--- config.mk ---
export PLATFORM = sky130hd
export DESIGN_NAME = regfile_wb_ctrl
export DESIGN_NICKNAME = d
export VERILOG_FILES = /design/src/rtl/regfile_wb_ctrl.sv
export SDC_FILE = /design/constraint.sdc
export NUM_CORES = 1
export LEC_CHECK = 0
export ABC_AREA = 1
export CAP_MARGIN = 15
export CELL_PAD_IN_SITES_DETAIL_PLACEMENT = 1
export CELL_PAD_IN_SITES_GLOBAL_PLACEMENT = 2
export CORE_ASPECT_RATIO = 0.9
export CORE_MARGIN = 3
export CORE_UTILIZATION = 21
export DETAILED_ROUTE_END_ITERATION = 8
export GPL_ROUTABILITY_DRIVEN = 0
export HOLD_SLACK_MARGIN = 0.08
export PLACE_DENSITY_LB_ADDON = 0.3
export REMOVE_ABC_BUFFERS = 1
export SETUP_SLACK_MARGIN = 0.2
export SLEW_MARGIN = 40
export SYNTH_ARGS = -nofsm -noshare
export SYNTH_HDL_FRONTEND = slang
export SYNTH_SLANG_ARGS = --single-unit
export TNS_END_PERCENT = 20
--- constraint.sdc ---
create_clock -name clk -period 1.6 [get_ports clk]
set_input_delay 0.16 -clock clk [delete_from_list [all_inputs] [get_ports clk]]
set_output_delay 0.16 -clock clk [all_outputs]
set_load 0.02 [all_outputs]
--- src/rtl/regfile_wb_ctrl.sv ---
// regfile_wb_ctrl: drives the integer register file write port from two
// sources, the single-cycle pipeline writeback and a long-latency
// (load/MDU) unit with a valid/ready handshake. The pipeline normally wins.
// A starvation counter forces the long-latency result through after it has
// waited STARVE_MAX cycles. A 32-entry pending-write scoreboard produces
// RAW (hazard_stall) and WAW (issue_stall) stalls for decode.
// Optional feature macro: WB_BYPASS_EN. When it is defined, the module adds
// the byp1_hit/byp2_hit/byp_data outputs. These let decode forward the
// register file write that is still in flight instead of stalling for it.
module regfile_wb_ctrl #(
  parameter int STARVE_MAX = 4,
  parameter int CNT_W      = 4
) (
  input  logic        clk,
  input  logic        reset,
  input  logic        pipe_wb_valid,
  input  logic [4:0]  pipe_wb_rd,
  input  logic [31:0] pipe_wb_data,
  output logic        pipe_stall,
  input  logic        ll_valid,
  input  logic [4:0]  ll_rd,
  input  logic [31:0] ll_data,
  output logic        ll_ready,
  input  logic        issue_valid,
  input  logic [4:0]  issue_rd,
  output logic        issue_stall,
  input  logic [4:0]  src1_addr,
  input  logic [4:0]  src2_addr,
  output logic        hazard_stall,
  output logic [31:0] pending,
`ifdef WB_BYPASS_EN
  output logic        byp1_hit,
  output logic        byp2_hit,
  output logic [31:0] byp_data,
`endif
  output logic [4:0]  w_reg_addr,
  output logic [31:0] w_data,
  output logic        RegWrite
);

  localparam logic [CNT_W-1:0] LP_STARVE = CNT_W'(STARVE_MAX);

  logic [CNT_W-1:0] r_cnt;
  logic [31:0]      r_pending;
  logic [4:0]       r_wr_addr;
  logic [31:0]      r_wr_data;
  logic             r_wr_en;

  logic             w_starve;
  logic             w_pipe_acc;
  logic             w_ll_ready;
  logic             w_ll_acc;
  logic             w_issue_stall;
  logic             w_set;
  logic [31:0]      w_pend_nxt;
  logic             w_wb_hit1;
  logic             w_wb_hit2;
  logic             w_h1;
  logic             w_h2;

  // Arbitration: pipeline has priority unless the long-latency result is starved
  assign w_starve   = ll_valid && (r_cnt == LP_STARVE);
  assign w_pipe_acc = pipe_wb_valid && !w_starve;
  assign w_ll_ready = !pipe_wb_valid || w_starve;
  assign w_ll_acc   = ll_valid && w_ll_ready;

  assign pipe_stall = w_starve && pipe_wb_valid;
  assign ll_ready   = w_ll_ready;

  // WAW check and scoreboard set use the scoreboard as it stands before the edge
  assign w_issue_stall = issue_valid && (issue_rd != 5'd0) && r_pending[issue_rd];
  assign w_set         = issue_valid && !w_issue_stall && (issue_rd != 5'd0);
  assign issue_stall   = w_issue_stall;

  // Next scoreboard: clear on long-latency accept, then set on issue so set wins
  always_comb begin
    w_pend_nxt = r_pending;
    if (w_ll_acc) begin
      w_pend_nxt[ll_rd] = 1'b0;
    end
    if (w_set) begin
      w_pend_nxt[issue_rd] = 1'b1;
    end
    w_pend_nxt[0] = 1'b0;
  end

  // Match against the register file write that is not yet visible to a read
  assign w_wb_hit1 = r_wr_en && (r_wr_addr == src1_addr) && (src1_addr != 5'd0);
  assign w_wb_hit2 = r_wr_en && (r_wr_addr == src2_addr) && (src2_addr != 5'd0);

`ifdef WB_BYPASS_EN
  assign w_h1     = (src1_addr != 5'd0) && r_pending[src1_addr];
  assign w_h2     = (src2_addr != 5'd0) && r_pending[src2_addr];
  assign byp1_hit = w_wb_hit1;
  assign byp2_hit = w_wb_hit2;
  assign byp_data = r_wr_data;
`else
  assign w_h1 = ((src1_addr != 5'd0) && r_pending[src1_addr]) || w_wb_hit1;
  assign w_h2 = ((src2_addr != 5'd0) && r_pending[src2_addr]) || w_wb_hit2;
`endif

  assign hazard_stall = w_h1 || w_h2;
  assign pending      = r_pending;
  assign w_reg_addr   = r_wr_addr;
  assign w_data       = r_wr_data;
  assign RegWrite     = r_wr_en;

  // Starvation counter: counts cycles a valid long-latency result is refused
  always_ff @(posedge clk or negedge reset) begin
    if (!reset) begin
      r_cnt <= '0;
    end else if (!ll_valid || w_ll_acc) begin
      r_cnt <= '0;
    end else if (r_cnt != LP_STARVE) begin
      r_cnt <= r_cnt + CNT_W'(1);
    end
  end

  // Pending-write scoreboard
  always_ff @(posedge clk or negedge reset) begin
    if (!reset) begin
      r_pending <= '0;
    end else begin
      r_pending <= w_pend_nxt;
    end
  end

  // Registered write port: capture the winner, never enable a write to x0
  always_ff @(posedge clk or negedge reset) begin
    if (!reset) begin
      r_wr_addr <= '0;
      r_wr_data <= '0;
      r_wr_en   <= 1'b0;
    end else if (w_pipe_acc) begin
      r_wr_addr <= pipe_wb_rd;
      r_wr_data <= pipe_wb_data;
      r_wr_en   <= (pipe_wb_rd != 5'd0);
    end else if (w_ll_acc) begin
      r_wr_addr <= ll_rd;
      r_wr_data <= ll_data;
      r_wr_en   <= (ll_rd != 5'd0);
    end else begin
      r_wr_en   <= 1'b0;
    end
  end

endmodule

* Yosys cells after proc, flatten, opt, wreduce, memory -nomap -nowiden
Cells that the tools add are included.
** Storage, ports and cells
- Output and inout bits :: 74
- Word-level logic and storage cells :: 71
- Input port bits :: 94
- Register bits :: 73
** Cells by class
- Muxes and demuxes :: 20
- Equality and inequality tests :: 4
- Reductions and logical operators :: 32
- Order comparisons :: 6
- Bitwise logic cells :: 3
- Add/sub/neg operators :: 1
** Operators with widths (number)
- $mux W32 :: 4
- $and A32 B32 Y32 :: 1
- $not A32 Y32 :: 1
- $or A32 B32 Y32 :: 1
- $reduce_bool A5 Y1 :: 5
- $lt A5 B6 Y1 const B :: 4
- $logic_and A1 B1 Y1 :: 16
- $bmux W1 S5 :: 3
- $demux W1 S5 :: 2
- $eq A5 B5 Y1 :: 2
- $ge A5 B1 Y1 const B :: 2
- $mux W5 :: 2
- $mux W4 :: 2
- $mux W1 :: 7
- $logic_or A1 B1 Y1 :: 5
- $add A4 B1 Y4 const B :: 1
- $eq A4 B3 Y1 const B :: 1
- $logic_not A1 Y1 :: 4
- $ne A4 B3 Y1 const B :: 1
- $reduce_bool A2 Y1 :: 2

* Depth between registers and ports, before layout
- Word-level depth :: 9
- Gate-level depth with buffers :: 11
- Depth with buffers taken out :: 10

* Least setup slack after synthesis
Ideal clock, no wire load.
- Path type :: register to register
- Start :: reg r_cnt[0]
- End :: reg r_pending[13], in the netlist pending[13]
- Cell stages (with the launch flop) :: 10
- Data required time :: 1.476 ns
- Period minus slack after synthesis :: 1.679 ns
- Path buffers :: 0
- Slack :: -0.079 ns
- Data arrival time :: 1.555 ns
- Setup time :: 0.124 ns
- Cell sequence :: dfrtp_1 > inv_1 > ha_1 > nand3_1 > nand2_1 > nand2_1 > inv_2 > nand2_1 > o31ai_1 > nand2_1
** Between the ends
- Word-level cells in the longest chain between the ends :: 7
** Ends and longest elaborated chain
- from (decl) :: line 43 : logic [CNT_W-1:0] r_cnt;
- from (signal assigned) :: line 115 : r_cnt <= r_cnt + CNT_W'(1);
- $eq A4 B3 Y1 * :: line 62 : assign w_starve = ll_valid && (r_cnt == LP_STARVE);
- $logic_and A1 B1 Y1 * :: line 62
- $logic_or A1 B1 Y1 * :: line 64 : assign w_ll_ready = !pipe_wb_valid || w_starve;
- net ll_ready :: line 23 : output logic ll_ready,
- $logic_and A1 B1 Y1 * :: line 65 : assign w_ll_acc = ll_valid && w_ll_ready;
- $mux W32 * :: line 78 : if (w_ll_acc) begin
- $or A32 B32 Y32 (no source line)
- $mux W32 * :: line 81 : if (w_set) begin
- net w_pend_nxt[13] :: line 55 : logic [31:0] w_pend_nxt;
- to (signal assigned) :: line 124 : r_pending <= w_pend_nxt;
- to (decl) :: line 44 : logic [31:0] r_pending;
The timed path passes the listed nets; every way through them passes the cells marked *.
A chain may end at the register's enable or synchronous reset.

* Final worst setup path
- Start :: reg r_pending[6], in the netlist pending[6]
- End :: out issue_stall
** Between the ends
- Word-level cells in the longest chain between the ends :: 3
** Ends and longest elaborated chain
- $bmux W1 S5 :: line 71 : assign w_issue_stall = issue_valid && (issue_rd != 5'd0) && r_pending[issue_rd];
- $mux W1 (not written as such) :: line 71
- $logic_and A1 B1 Y1 :: line 71
- to (decl) :: line 26 : output logic issue_stall,
Every way passes these cells. The select of a mux whose other input is x is not followed.

==> reports/qor.csv <==
metric,value,unit
outcome,"complete, but fails checks",
violations,negative setup slack,
ys.flop_type,dfrtp_1,
vias,5898,
pin_count,168,
overflow,0,
worstSetupPathType,reg -> out,
slew_violations,0,
drive_above_1_share,29.21,%
switchingPower,3.013,mW
place_ws,-1038,ps
place_area,7650,um2
finalCritPeriodShare,112.0,%
clkTransAtPathRegs,60,ps
crit_required,1440,ps
p_leak,4.061,nW
route.detailed.drc,0,
grt_use_met1,27.05,%
cts_root_buf,clkbuf_16,
port_buffers,166,
p_int,5.070,mW
grt_max_degree,37,
arrival,1630,ps
async_reset_ff_share,100.0,%
synth.most_common_cell,nand2_1,
antenna_cells,0,
yosys_register_bits,73,
antenna_found_initial,0,
postRouteAntennaNets,0,
numCtsBuffers,9,
hold_viol,0,
path_max_fanout,3,
dieArea,24030,um2
cts_tree,built,
max_cap_viol_count,0,
wirelength,22.88,mm
p_comb_share,42.6,%
holdCritPathClass,in -> async,
use_met3,4.116,%
die-height,147.4,um
finish.utilization,38.91,%
period_minus_slack,1792,ps
cellPowerDensity,957.4,nW/um2
clk_latency,350,ps
fin_skew,11.18,ps
syn_inst,703,
crit_path_start_kind,register,
core_area,21700,um2
fp.dieW,163.1,um
vias_per_cell,4.533,
fill_cells,2691,
final.setup.worst_slack,-192.3,ps
swShare,37.28,%
top_usage_layer,met2,
drt_iter0_markers,269,
hold_slack,260.3,ps
syn_avg_cell_area,6.632,um2
ys_warn_count,0,
synth_cell_types,28,
first_pass_iters,4,
hpwl,17.28,mm
grt_pass1_vias,6392,
yosys.area.top_type,dfrtp_1,
netlist_area,4662,um2
clock_sinks,73,
fin_nets,1101,
postLayoutCellArea,8442,um2
fmax,0.5579,GHz
use_met2,31.50,%
grt_use_total,19.42,%
yosys-top-cells-count,"nand2_1, nand3_1, dfrtp_1, inv_1, nor2_1",
synth_area_leaders,"dfrtp_1, nand2_1, nand3_1",
rsz0062_at_grt,yes,
grt_pass1_wl,36.39,mm
setup_violations,33,
seqPwrFrac,30.3,%
synth_top_cell_area_share,39.18,%
synth_enable_flop_cells,0,
vdd_drop_max,0.4481,mV
h-tree-depth,3,
start_util,21.49,%
wire_per_inst,17.59,um
cts_buffer_depth,2,
p_clk_share,27.1,%
row_count,51,
seq_area_frac_synth,39.18,%
area_delta_synth_final,81.08,%
end_kind,output pin,
logic make-up after synthesis:
| kind of cell | synth area share [%] |
|---|---|
| XOR/XNOR | 0.7516 |
| other | 0.08044 |
| AO/OA/AOI/OAI | 7.971 |
| buffers and inverters | 10.23 |
| AND/OR/NAND/NOR | 41.25 |
| adder cells (fa/ha/maj) | 0.5367 |
| flip-flops | 39.18 |
power by group through the flow:
stage | sequential (mW) | combinational, mW | clock (mW)
floorplan | 2.75 | 0.854 | 0
global placement | 2.47 | 3.17 | 0
detailed placement | 2.48 | 3.19 | 0
CTS | 2.46 | 3.36 | 2.27
global route | 2.49 | 3.75 | 2.34
finish | 2.45 | 3.44 | 2.19
per-stage QoR:
step | setup TNS (ps) | total power [mW] | std cells
floorplan | -14400 | 3.602 | 669
global placement | -23690 | 5.644 | 1257
detailed placement | -26810 | 5.672 | 1257
CTS | -1995 | 8.086 | 1294
global route | -6412 | 8.575 | 1301
finish | -3138 | 8.082 | 1301
cell usage in the layout (no fill, tap or decap), types with 19 or more instances in the layout:
| cell | netlist | final |
|---|---|---|
| nor2_1 | 51 | 50 |
| dfrtp_1 | 73 | 62 |
| inv_2 | 9 | 25 |
| o21ai_1 | 20 | 19 |
| clkdlybuf4s50_1 | 0 | 87 |
| nand2_1 | 236 | 226 |
| nand3_1 | 101 | 86 |
| nand4_1 | 34 | 34 |
| buf_4 | 5 | 147 |
| inv_1 | 72 | 51 |
| dlygate4sd2_1 | 0 | 40 |
worst max-delay path, cell delays in order (launching register included):
cell	delay [ps]
dfrtp_2	420
buf_4	140
buf_4	130
nand2_1	60
nand4_1	80
nand2_1	80
nand2_2	70
nor2_4	110
a21oi_2	80
buf_6	130
final timing paths:
check,start,cells past startpoint,slack (ps),endpoint
max,pending[6],9,-190,issue_stall
min,reset,2,260,pending[15]
max reg2reg,pending[6],12,-130,pending[19]
min reg2reg,w_data[30],2,480,w_data[30]
min in group clk,ll_data[13],3,360,w_data[13]
max in group asynchronous,reset,3,760,pending[18]
state kept, by name, indices dropped and copies added, names as in the netlist:
register / count
w_data: 32
w_reg_addr: 5
r_cnt: 4
pending: 31
RegWrite: 1
repair_timing:
item	4_1_cts	5_1_grt
setup endpoints to repair	146	92
setup buffers	17	7
endpoints found under the hold margin	21	0
pin swaps	15	13
hold buffers	1	0
gates cloned	3	0
resized for setup	202	43
routing by layer:
layer	vias to the layer above	share of wire [%]	wire length [um]
met5	-	0	0
met3	18	5.9	1346
met1	2823	46	10540
li1	2907	-	-
met4	0	1.1	248
met2	150	47	10740
final cells by class:
cell class	count	area, um2	area share, %
well taps	291	364.1	4.313
clock buffers	10	239.0	2.831
clock inverters	6	73.82	0.8745
inverters	82	324.1	3.839
flip-flops and latches	73	1841	21.80
multi-input cells	514	2595	30.74
repair buffers	325	3005	35.60
Power figures use the tool's default switching activity.
